### config.mk
export PLATFORM = sky130hd
export DESIGN_NAME = cva6_wakeup_ctrl
export DESIGN_NICKNAME = d
export VERILOG_FILES = /design/src/rtl/cva6_wakeup_ctrl.sv
export SDC_FILE = /design/constraint.sdc
export NUM_CORES = 1
export LEC_CHECK = 0
export ABC_AREA = 1
export CAP_MARGIN = 40
export CORE_MARGIN = 5
export CORE_UTILIZATION = 40
export CTS_CLUSTER_DIAMETER = 200
export CTS_CLUSTER_SIZE = 10
export DETAILED_ROUTE_END_ITERATION = 16
export PLACE_DENSITY = 0.57
export SLEW_MARGIN = 20
export SYNTH_ARGS = -nofsm -noshare
export SYNTH_HDL_FRONTEND = slang
export SYNTH_SLANG_ARGS = --single-unit
### constraint.sdc
create_clock -name clk_i -period 4.1 [get_ports clk_i]
set_input_delay 1.025 -clock clk_i [delete_from_list [all_inputs] [get_ports clk_i]]
set_output_delay 1.025 -clock clk_i [all_outputs]
set_load 0.01 [all_outputs]
### src/rtl/cva6_wakeup_ctrl.sv
// Multi-hart reset-release and interrupt-conditioning controller for CVA6 tiles.
// Holds harts in reset for a wake-up period, releases them staggered, then serves soft resets.
module cva6_wakeup_ctrl #(
  parameter int unsigned NrHarts       = 2,
  parameter int unsigned NrIrq         = 2,
  parameter int unsigned SyncStages    = 2,
  parameter int unsigned WakeCycles    = 32768,
  parameter int unsigned StaggerCycles = 4,
  parameter int unsigned SoftRstCycles = 16,
  parameter bit          EarlyWakeEn   = 1'b1
) (
  input  logic                       clk_i,
  input  logic                       rst_i,
  input  logic                       wake_i,
  input  logic [NrHarts-1:0]         soft_rst_req_i,
  input  logic [NrHarts*NrIrq-1:0]   irq_i,
  input  logic [NrHarts-1:0]         ipi_i,
  input  logic [NrHarts-1:0]         time_irq_i,
  input  logic [NrHarts-1:0]         debug_req_i,
  output logic [NrHarts-1:0]         hart_rst_o,
  output logic [NrHarts*NrIrq-1:0]   irq_o,
  output logic [NrHarts-1:0]         ipi_o,
  output logic [NrHarts-1:0]         time_irq_o,
  output logic [NrHarts-1:0]         debug_req_o,
  output logic [1:0]                 state_o,
  output logic                       all_released_o
);

  localparam int unsigned CntW   = $clog2(WakeCycles + 1);
  localparam int unsigned StgW   = (StaggerCycles > 1) ? $clog2(StaggerCycles) : 1;
  localparam int unsigned IdxW   = (NrHarts > 1) ? $clog2(NrHarts) : 1;
  localparam int unsigned SoftW  = $clog2(SoftRstCycles + 1);
  localparam int unsigned NrIrqW = NrHarts * NrIrq;
  localparam int unsigned AsyncW = NrIrqW + 3 * NrHarts;

  typedef enum logic [1:0] {
    StWait    = 2'd0,
    StStagger = 2'd1,
    StRun     = 2'd2
  } state_e;

  state_e                              state_q, state_d;
  logic [CntW-1:0]                     wait_cnt_q, wait_cnt_d;
  logic [StgW-1:0]                     stg_cnt_q, stg_cnt_d;
  logic [IdxW-1:0]                     idx_q, idx_d;
  logic [NrHarts-1:0]                  hart_rst_q, hart_rst_d;
  logic [NrHarts-1:0][SoftW-1:0]       soft_cnt_q, soft_cnt_d;
  logic [SyncStages-1:0][AsyncW-1:0]   sync_q, sync_d;
  logic [AsyncW-1:0]                   async_in, sync_last;

  assign async_in  = {debug_req_i, time_irq_i, ipi_i, irq_i};
  assign sync_last = sync_q[SyncStages-1];

  always_ff @(posedge clk_i) begin
    if (rst_i) begin
      state_q    <= StWait;
      wait_cnt_q <= '0;
      stg_cnt_q  <= '0;
      idx_q      <= '0;
      hart_rst_q <= '1;
      soft_cnt_q <= '0;
      sync_q     <= '0;
    end else begin
      state_q    <= state_d;
      wait_cnt_q <= wait_cnt_d;
      stg_cnt_q  <= stg_cnt_d;
      idx_q      <= idx_d;
      hart_rst_q <= hart_rst_d;
      soft_cnt_q <= soft_cnt_d;
      sync_q     <= sync_d;
    end
  end

  always_comb begin
    state_d    = state_q;
    wait_cnt_d = wait_cnt_q;
    stg_cnt_d  = stg_cnt_q;
    idx_d      = idx_q;
    hart_rst_d = hart_rst_q;
    soft_cnt_d = soft_cnt_q;

    unique case (state_q)
      StWait: begin
        // Saturating counter: it parks at WakeCycles instead of wrapping.
        if (wait_cnt_q != CntW'(WakeCycles)) begin
          wait_cnt_d = wait_cnt_q + 1'b1;
        end
        if ((wait_cnt_q == CntW'(WakeCycles - 1)) || (EarlyWakeEn && wake_i)) begin
          hart_rst_d[0] = 1'b0;
          stg_cnt_d     = '0;
          idx_d         = IdxW'(1);
          state_d       = (NrHarts > 1) ? StStagger : StRun;
        end
      end
      StStagger: begin
        if (stg_cnt_q == StgW'(StaggerCycles - 1)) begin
          stg_cnt_d = '0;
          idx_d     = idx_q + 1'b1;
          for (int h = 1; h < NrHarts; h++) begin
            if (idx_q == IdxW'(h)) begin
              hart_rst_d[h] = 1'b0;
            end
          end
          if (idx_q == IdxW'(NrHarts - 1)) begin
            state_d = StRun;
          end
        end else begin
          stg_cnt_d = stg_cnt_q + 1'b1;
        end
      end
      StRun: begin
        // A request reloads the window; the reset drops as the counter leaves 1.
        for (int h = 0; h < NrHarts; h++) begin
          if (soft_rst_req_i[h]) begin
            soft_cnt_d[h] = SoftW'(SoftRstCycles);
            hart_rst_d[h] = 1'b1;
          end else if (soft_cnt_q[h] != '0) begin
            soft_cnt_d[h] = soft_cnt_q[h] - 1'b1;
            if (soft_cnt_q[h] == SoftW'(1)) begin
              hart_rst_d[h] = 1'b0;
            end
          end
        end
      end
      default: begin
        state_d = StWait;
      end
    endcase
  end

  always_comb begin
    sync_d[0] = async_in;
    for (int s = 1; s < SyncStages; s++) begin
      sync_d[s] = sync_q[s-1];
    end
  end

  always_comb begin
    irq_o       = '0;
    ipi_o       = '0;
    time_irq_o  = '0;
    debug_req_o = '0;
    for (int h = 0; h < NrHarts; h++) begin
      irq_o[h*NrIrq +: NrIrq] = sync_last[h*NrIrq +: NrIrq] & {NrIrq{~hart_rst_q[h]}};
      ipi_o[h]       = sync_last[NrIrqW + h] & ~hart_rst_q[h];
      time_irq_o[h]  = sync_last[NrIrqW + NrHarts + h] & ~hart_rst_q[h];
      debug_req_o[h] = sync_last[NrIrqW + 2*NrHarts + h] & ~hart_rst_q[h];
    end
  end

  assign hart_rst_o     = hart_rst_q;
  assign state_o        = state_q;
  assign all_released_o = ~|hart_rst_q;

endmodule

# Word level (Yosys, flattened, before mapping)
# Cells that the tools add are included.
[totals]
elab_cells = 84
input_bits = 15
register_bits = 53
out_inout_bits = 15
[op_classes]
n_eq_ne = 14
muxes = 25
bitwise = 11
n_reduce_logical = 19
addsub = 5
[op_table]
columns = ["cell", "count"]
rows = [
  ["two-way mux 5 bit", 4],
  ["adder 16 x 1 -> 16 bit (second input constant)", 1],
  ["== test 16 x 15 -> 1 bit (second input constant)", 1],
  ["!= test 16 bit (second input constant)", 1],
  ["!= test 3 bit (second input constant)", 4],
  ["two-way mux 1 bit", 11],
  ["== test 5 x 1 -> 1 bit (second input constant)", 2],
  ["two-way mux 2 bit", 5],
  ["nonzero test 2 bit", 5],
  ["nonzero test 5 bit", 2],
  ["subtractor 5 x 1 -> 5 bit (second input constant)", 2],
  ["AND reduction 2 bit", 4],
  ["AND reduction 4 bit", 2],
  ["AND 1 bit", 6],
  ["!= test 2 bit (second input constant)", 3],
  ["one-hot mux 1 bit (2 select lines)", 3],
  ["one-hot mux 2 bit (3 select lines)", 1],
  ["AND reduction 5 bit", 1],
  ["AND 2 bit", 2],
  ["== test 2 bit (second input constant)", 2],
  ["one-hot mux 2 bit (2 select lines)", 1],
  ["NOT 1 bit", 3],
  ["AND reduction 3 bit", 1],
  ["adder 2 x 1 -> 2 bit (second input constant)", 1],
  ["6 further kinds", 6],
]

# Logic depth before layout (Yosys ltp)
# Gate-level depths: netlist of the first run.
[logic_depth]
word_depth = 5
ltp_mapped = 10

# Least setup slack after synthesis of the first run
# Ideal clock, no wire load.
[synth_path]
kind = "input -> register"
from = "input rst_i"
to = "register state_q[1], in the netlist state_o[1]"
setup_ns = 0.128
slack_ns = 2.437
arrival_time_ns = 1.536
path_buffers = 2
stages = 3
required_ns = 3.972
path_cell_list = "clkbuf_1 -> clkbuf_1 -> nor2_1"
[synth_lines]
columns = ["item", "line", "source"]
rows = [
  ["from (decl)", "13", "input logic rst_i,"],
  ["to (signal assigned)", "56", "state_q <= StWait;"],
  ["to (signal assigned)", "64", "state_q <= state_d;"],
  ["to (decl)", "42", "state_e state_q, state_d;"],
]
# No word-level cell between the ends.

# Worst setup path after layout of the first run
[layout_path]
from = "register hart_rst_q[0], in the netlist hart_rst_o[0]"
to = "output hart_rst_o[0]"
[layout_lines]
columns = ["item", "line", "source"]
rows = [
  ["from (decl)", "46", "logic [NrHarts-1:0] hart_rst_q, hart_rst_d;"],
  ["from (signal assigned)", "68", "hart_rst_q <= hart_rst_d;"],
  ["to (decl)", "20", "output logic [NrHarts-1:0] hart_rst_o,"],
]
# No word-level cell between the ends.

==> impl_results.rst, run 1 <==
.. list-table::
   :header-rows: 1

   * - Metric
     - Value
   * - Fraction of the cycle the final worst path needs
     - 0.600
   * - Largest stage delay on the critical path
     - between 600 and 700 ps
   * - Die Y-Extent
     - 89.5 µm
   * - Relative slew slack
     - 0.564
   * - Max clock buf depth
     - 2
   * - Worst Path Class, Setup
     - reg -> out
   * - Largest net degree at the start of global routing
     - 27
   * - Leading cell type by number of instances after synthesis
     - nand2_1
   * - Clk sink count
     - between 50 and 60
   * - First-pass iteration count of the detailed router
     - 4
   * - Total I/O pin count
     - 30
   * - Count of hold buffers inserted by post-cts repair
     - 0
   * - Vias after detailed routing
     - 2151
   * - Count of routing violations after the opening detailed-route iteration
     - between 80 and 90
   * - Post-Syn Area
     - around 2500 µm²
   * - Count of buffer and inverter cells on the critical path
     - 1
   * - Least-Margin Pin Slew
     - ~650 ps
   * - Final net count
     - between 400 and 500
   * - CP Capture Type
     - primary output
   * - Vias per cell
     - between 4 and 5
   * - Family with the most delay on the worst path
     - buffers and inverters
   * - Routability-driven placement congestion ratio
     - 0.830
   * - Yosys cell types
     - 27
   * - Worst hold-check slack
     - a little over 400 ps
   * - TritonCTS clock tree
     - yes
   * - Final hold violation count
     - 0
   * - Number of antenna violations at the first check in global routing
     - 0
   * - Clock Tree Root
     - clkbuf_8
   * - Area enclosed by the die boundary
     - between 8000 and 9000 µm²
   * - Number of cells on the critical path
     - 1
   * - CTS clk-pin slew, worst paths
     - roughly 90 ps
   * - Final setup vio count
     - 0
   * - Clk_lat worst skew
     - ~300 ps
   * - Critical path launch point type
     - register
   * - Unrepaired setup endpoints after global routing
     - no
   * - Clock period minus final worst setup slack
     - 2460 ps
   * - Arrival time reported for the critical path endpoint
     - around 1400 ps
   * - Max H-tree Level
     - 2
   * - Leak Pwr
     - around 1.2 nW
   * - Half-perimeter wire length of the detailed placement result
     - between 3000 and 4000 µm
   * - Clk_skew
     - 5.20 ps
   * - Number of buffer cells added on primary ports
     - 29
   * - Global-route wire length before repair
     - approximately 8600 µm
   * - Antenna diode count
     - 0
   * - Worst EP required
     - 3070 ps
   * - Yosys reg bits
     - 53
   * - Commonest cells in the synthesized netlist
     - 76 x nand2_1, 62 x inv_1, 62 x nor2_1
   * - Yosys top cell by area
     - dfxtp_1
   * - Fraction of layout cells with a size suffix above 1
     - 0.0808
   * - Source of the critical timing path
     - hart_rst_o[0]
   * - Number of cells in the finished layout apart from fillers
     - between 400 and 500
   * - Number of global-route vias before repair
     - 1939
   * - Worst reg2reg endpoint
     - soft_cnt_q[5]
   * - Total of cells resized after clock tree synthesis
     - 0
   * - Routed WL per cell
     - between 10 and 15 µm
   * - Async S/R FF share, synth
     - 0
   * - Share of the synthesized area in the top cell type
     - 0.420
   * - Area growth from synthesis to final layout
     - 18.4%
   * - Placed instance count
     - 465
   * - Sequential area share after synthesis
     - 0.420
   * - CP max-delay cell
     - clkdlybuf4s50_1
   * - Reg-to-Reg Start
     - soft_cnt_q[5]
   * - Cell area after placement
     - between 2000 and 3000 µm²
   * - Maximum Capacitance Violations
     - 0
   * - Total congestion overflow
     - 0
   * - Die W
     - between 80 and 90 µm
   * - Critical Path Sink
     - hart_rst_o[0]
   * - R2R cell count
     - 9
   * - Synthesis warning total
     - 0
   * - Mean instance size in the synthesized netlist
     - between 6 and 7 µm²
   * - Final-layout setup total negative slack
     - 0 ps
   * - Power per cell area
     - 329 nW/µm²
   * - Final std cell area, no fill
     - roughly 3000 µm²
   * - Fmax
     - ~0.4 GHz
   * - Initial Util
     - 0.405
   * - Number of synthesized flops with an enable pin
     - 0
   * - Leading post-synthesis cells by cell area
     - dfxtp_1 42%, nand2_1 11%, inv_1 9.2%
   * - Number of buffers inserted by post-CTS setup repair
     - 0
   * - Area of the core region
     - approximately 6200 µm²
   * - Worst supply voltage drop on vdd
     - approximately 0.18 mV
   * - Syn nets
     - ~390
   * - Class of the worst hold path
     - reg -> reg
   * - Final design utilization
     - 0.480
   * - Final wirelength
     - about 5000 µm
   * - Total global routing track utilization
     - 0.136
   * - DRC Markers
     - 0
   * - Final Max Slew Viols
     - 0
   * - Gate Count Post-Synth
     - 365
   * - Standard-cell row count
     - 29
   * - Largest fanout of any net on the critical path
     - 8
   * - Cts bufs inserted
     - 5
   * - CP cell instances
     - clkdlybuf4s50_1
   * - Remaining antenna violation count after routing
     - 0
   * - Synth Flop Type
     - dfxtp_1
   * - Status
     - completed
   * - R2R setup slack
     - about 2500 ps
==> state kept, by name, summed over array words and instances, names as in the netlist <==
signal,count
hart_rst_o,2
state_o,2
idx_q,1
wait_cnt_q,16
stg_cnt_q,2
sync_d,10
soft_cnt_q,10
sync_last,10
==> per-stage QoR <==
stage,power [mW],setup slack [ps]
6_report,0.985,1640
5_1_grt,1.04,1560
4_1_cts,1.00,1610
3_5_place_dp,0.649,1440
3_3_place_gp,0.648,1460
2_1_floorplan,0.612,2440
==> final cells by class <==
cell class / instances / area, µm²
clock buffer: 6 / 72.6
clock inverter: 2 / 38.8
fill: 669 / 3250
sequential: 53 / 1060
tap: 77 / 96.3
inverter: 68 / 258
timing repair buffer: 30 / 298
multi-input combinational: 237 / 1170
==> logic make-up (layout without fill, tap and decap cells) <==
| family | after synthesis | after routing | synth area share |
|---|---|---|---|
| and+or+nand+nor | 183 | 183 | 0.315 |
| DFF | 53 | 53 | 0.420 |
| AOI/OAI and AO/OA | 37 | 37 | 0.0782 |
| adders and majority gates | 7 | 7 | 0.0346 |
| buffers and inverters | 75 | 106 | 0.118 |
| xor gates and xnor gates | 10 | 10 | 0.0346 |
==> cells in the final DEF (no fill, tap or decap) <==
| cell | instances |
|---|---|
| nand2_1 | 76 |
| o21ai_0 | 7 |
| a21oi_1 | 24 |
| nor2_1 | 62 |
| nand4_1 | 4 |
| nor3_2 | 2 |
| dfxtp_1 | 53 |
| clkdlybuf4s50_1 | 29 |
| xnor2_1 | 2 |
| o21bai_1 | 1 |
| ha_1 | 7 |
| nand2_2 | 6 |
| clkbuf_1 | 1 |
| buf_4 | 1 |
| o211ai_1 | 2 |
| inv_4 | 1 |
| nand3_1 | 18 |
| a31oi_1 | 1 |
| xor2_1 | 8 |
| nor3_1 | 6 |
| o21ai_1 | 1 |
| clkbuf_8 | 5 |
| inv_1 | 62 |
| o21ai_2 | 1 |
| inv_2 | 5 |
| bufinv_16 | 1 |
| nor2_2 | 5 |
| nand2_4 | 1 |
| nor2_4 | 2 |
| clkinv_4 | 1 |
| nand3_2 | 1 |
==> worst min path at each step <==
| stage | from | endpoint | slack [ps] | cells after the start |
|---|---|---|---|---|
| after detailed placement | sync_d[13] | sync_last[3] | 390 | 2 |
| after floorplan | sync_d[10] | sync_last[0] | 390 | 2 |
| final | sync_d[12] | sync_last[2] | 400 | 2 |
| after global placement | sync_d[16] | sync_last[6] | 390 | 2 |
| after global routing | sync_d[11] | sync_last[1] | 430 | 2 |
| after CTS | sync_d[13] | sync_last[3] | 410 | 2 |
==> where the power goes <==
group          switching (mW)  total, mW  internal (mW)
combinational          0.0495     0.0893         0.0398
sequential             0.0139      0.546          0.532
clock                   0.167      0.350          0.183
==> layer usage <==
metal | wire length (µm) | track usage
met1 | 2620 | 0.187
met3 | 159 | 0.0304
met2 | 2170 | 0.215
met4 | 31 | 0.0365
met5 | 0 | 0
No activity file was read; power rests on OpenSTA's default activity.
==> run 2: changes to the inputs <==
--- a/config.mk
+++ b/config.mk
@@ -12,7 +12,7 @@
 export CTS_CLUSTER_DIAMETER = 200
 export CTS_CLUSTER_SIZE = 10
 export DETAILED_ROUTE_END_ITERATION = 16
-export PLACE_DENSITY = 0.57
+export PLACE_DENSITY = 0.6
 export SLEW_MARGIN = 20
 export SYNTH_ARGS = -nofsm -noshare
 export SYNTH_HDL_FRONTEND = slang
==> constraint.sdc (replaced) <==
create_clock -name clk_i -period 2.2 [get_ports clk_i]
set_input_delay 0.55 -clock clk_i [delete_from_list [all_inputs] [get_ports clk_i]]
set_output_delay 0.55 -clock clk_i [all_outputs]
set_load 0.01 [all_outputs]
==> run 2 against run 1 <==
Net effect: routed wire length is 1.3% higher; sequential power rose by 87%; global-route usage increased by 0.37 points; via count up 0.19%; combinational power grew 89%; non-clock buffer count up 1; worst hold slack improved by 0.70 ps; critical path type unchanged; critical endpoint is now state_o[0]; largest cell class unchanged; highest routed layer unchanged.
==> impl_results.rst, run 2 (synthesis gave the netlist of run 1 again) <==
.. list-table::
   :header-rows: 1

   * - Metric
     - Value
   * - Most frequent cells in the layout
     - 76 x nand2_1, 62 x inv_1, 62 x nor2_1 (unchanged)
   * - Hold Path Cell Cnt
     - 2 (unchanged)
   * - Final-layout setup total negative slack
     - 0 ps (unchanged)
   * - Setup ws final
     - 260 ps (was 1640 ps)
   * - Vias after detailed routing
     - 2155 (was 2151)
   * - Remaining antenna violation count after routing
     - 0 (unchanged)
   * - Clk_lat worst skew
     - 300 ps (about the same)
   * - Global-route wire length before repair
     - 8860 µm (was 8600 µm)
   * - Min-Delay Startpoint
     - sync_d[14] (was sync_d[12])
   * - Family with the most delay on the worst path
     - buffers and inverters (unchanged)
   * - Reg-to-Reg Start
     - soft_cnt_q[5] (unchanged)
   * - Final net count
     - 418 (was 417)
   * - Half-perimeter wire length of the detailed placement result
     - 3730 µm (was 3740 µm)
   * - R2R setup slack
     - 650 ps (was 2510 ps)
   * - Relative slew slack
     - 0.805 (was 0.564)
   * - First-pass iteration count of the detailed router
     - 4 (unchanged)
   * - Total global routing track utilization
     - 0.140 (was 0.136)
   * - Die W
     - 89.5 µm (unchanged)
   * - Largest stage delay on the critical path
     - 610 ps (about the same)
   * - Filler instances
     - 644 (was 669)
   * - DRC Markers
     - 0 (unchanged)
   * - Fraction of the cycle the final worst path needs
     - 0.882
   * - Standard-cell row count
     - 29 (unchanged)
   * - Source of the critical timing path
     - state_o[0] (was hart_rst_o[0])
   * - Max H-tree Level
     - 2 (unchanged)
   * - Unrepaired setup endpoints after global routing
     - no (unchanged)
   * - Worst EP required
     - 1650 ps (was 3070 ps)
   * - Number of global-route vias before repair
     - 2020 (was 1939)
   * - Leak Pwr
     - 1.18 nW (about the same)
   * - TritonCTS clock tree
     - yes (unchanged)
   * - CP cell instances
     - clkdlybuf4s50_1 (unchanged)
   * - Final setup vio count
     - 0 (unchanged)
   * - Status
     - completed (unchanged)
   * - Commonest non-fill, non-tap cell in the layout
     - nand2_1 (unchanged)
   * - Class of the worst hold path
     - reg -> reg (unchanged)
   * - Arrival time reported for the critical path endpoint
     - 1390 ps (was 1430 ps)
   * - Least-Margin Pin Slew
     - 292 ps (was 652 ps)
   * - Number of antenna violations at the first check in global routing
     - 0 (unchanged)
   * - Routability-driven placement congestion ratio
     - 0.889 (was 0.830)
   * - Total area of sequential cells
     - 1060 µm² (unchanged)
   * - Vias per cell
     - 4.55 (about the same)
   * - Fmax
     - about 0.52 GHz
   * - Initial Util
     - 0.405 (unchanged)
   * - Setup WS pre-CTS
     - 458 ps (was 1440 ps)
   * - Antenna diode count
     - 0 (unchanged)
   * - Clock Tree Root
     - clkbuf_8 (unchanged)
   * - Hold EP
     - sync_last[4] (was sync_last[2])
   * - Total area of multi-input combinational cells
     - 1170 µm² (unchanged)
   * - Clk sink count
     - 53 (unchanged)
   * - Final Max Slew Viols
     - 0 (unchanged)
   * - Power per cell area
     - 582 nW/µm² (was 329 nW/µm²)
   * - Area of the core region
     - 6240 µm² (unchanged)
   * - Worst reg2reg endpoint
     - soft_cnt_q[5] (unchanged)
   * - Worst Path Class, Setup
     - reg -> out (unchanged)
   * - Area growth from synthesis to final layout
     - 17.7% (was 18.4%)
   * - CTS clk-pin slew, worst paths
     - 100 ps (was 90 ps)
   * - Final wirelength
     - 5040 µm (was 4980 µm)
   * - Clock period minus final worst setup slack
     - 1940 ps
   * - Max clock buf depth
     - 2 (unchanged)
   * - CP Capture Type
     - primary output (unchanged)
   * - Number of buffers inserted by post-CTS setup repair
     - 0 (unchanged)
   * - R2R cell count
     - 9 (unchanged)
   * - Count of buffer and inverter cells on the critical path
     - 1 (unchanged)
   * - Clk_skew
     - 4.82 ps (was 5.20 ps)
   * - Final hold violation count
     - 0 (unchanged)
   * - Total of cells resized after clock tree synthesis
     - 0 (unchanged)
   * - Cts bufs inserted
     - 5 (unchanged)
   * - CP max-delay cell
     - clkdlybuf4s50_1 (unchanged)
   * - Total congestion overflow
     - 0 (unchanged)
   * - Worst supply voltage drop on vdd
     - 0.319 mV (was 0.181 mV)
   * - Routed WL per cell
     - 10.6 µm (was 10.5 µm)
   * - Count of routing violations after the opening detailed-route iteration
     - 86 (unchanged)
   * - Die Y-Extent
     - 89.5 µm (unchanged)
   * - Critical path launch point type
     - register (unchanged)
   * - Largest fanout of any net on the critical path
     - 5 (was 8)
   * - Total I/O pin count
     - 30 (unchanged)
   * - Fraction of layout cells with a size suffix above 1
     - 0.0831 (was 0.0808)
   * - Number of flip-flops under the largest register name
     - 16 (unchanged)
   * - Area enclosed by the die boundary
     - 8010 µm² (unchanged)
   * - Register containing the most flip-flops in the final layout
     - wait_cnt_q (unchanged)
   * - Maximum Capacitance Violations
     - 0 (unchanged)
   * - Number of buffer cells added on primary ports
     - 29 (unchanged)
   * - Largest net degree at the start of global routing
     - 23 (was 27)
   * - Count of hold buffers inserted by post-cts repair
     - 0 (unchanged)
## run 2: changes by cell type in the layout (fill, tap and decap cells not counted)
cell | previous run | this run
inv_6 | 0 | 1
bufinv_16 | 1 | 0
clkinv_2 | 0 | 1
clkinv_4 | 1 | 0
buf_4 | 1 | 2
## run 2: final cells by class
cell class / count / area share
sequential: 53 / 0.357
multi-input combinational: 237 / 0.393
clock inverter: 2 / 0.00463
tap: 77 / 0.0324
inverter: 68 / 0.0866
timing repair buffer: 31 / 0.103
clock buffer: 6 / 0.0244
## run 2: worst reg2reg max path: cells and delay by family, from the launching register on
family	cells	cell delay, ps
simple gates	4	560
fa+ha+maj	1	180
compound gates	1	140
buf+inv	3	220
flops	1	350
## run 2: layer usage
metal | GRT usage | vias to the layer above | part of all wire
li1 | - | 1173 | -
met1 | 0.177 | 960 | 0.48
met2 | 0.235 | 20 | 0.48
met3 | 0.0369 | 2 | 0.029
met4 | 0.0379 | 0 | 0.0061
met5 | 0 | - | 0
## run 2: how the worst max path moves through the flow
stage / cells past startpoint / to
2_1_floorplan: 9 / soft_cnt_q[5]
3_3_place_gp: 8 / soft_cnt_q[2]
3_5_place_dp: 8 / soft_cnt_q[8]
4_1_cts: 2 / debug_req_o[0]
5_1_grt: 2 / irq_o[0]
6_report: 1 / state_o[0]
## run 2: power by group
group | switching [mW] | internal [mW]
clock network | 0.318 | 0.228
logic | 0.0936 | 0.0753
registers | 0.0245 | 0.991
## run 2: stage by stage
stage	power [mW]	cells	utilization	cell area, µm²	hold slack [ps]
after floorplan	1.14	365	-	2530	388
after global placement	1.21	466	0.463	2890	389
after detailed placement	1.21	466	0.463	2890	394
final	1.73	474	0.477	2980	405
after CTS	1.76	474	0.477	2980	409
after global routing	1.84	474	0.477	2980	430
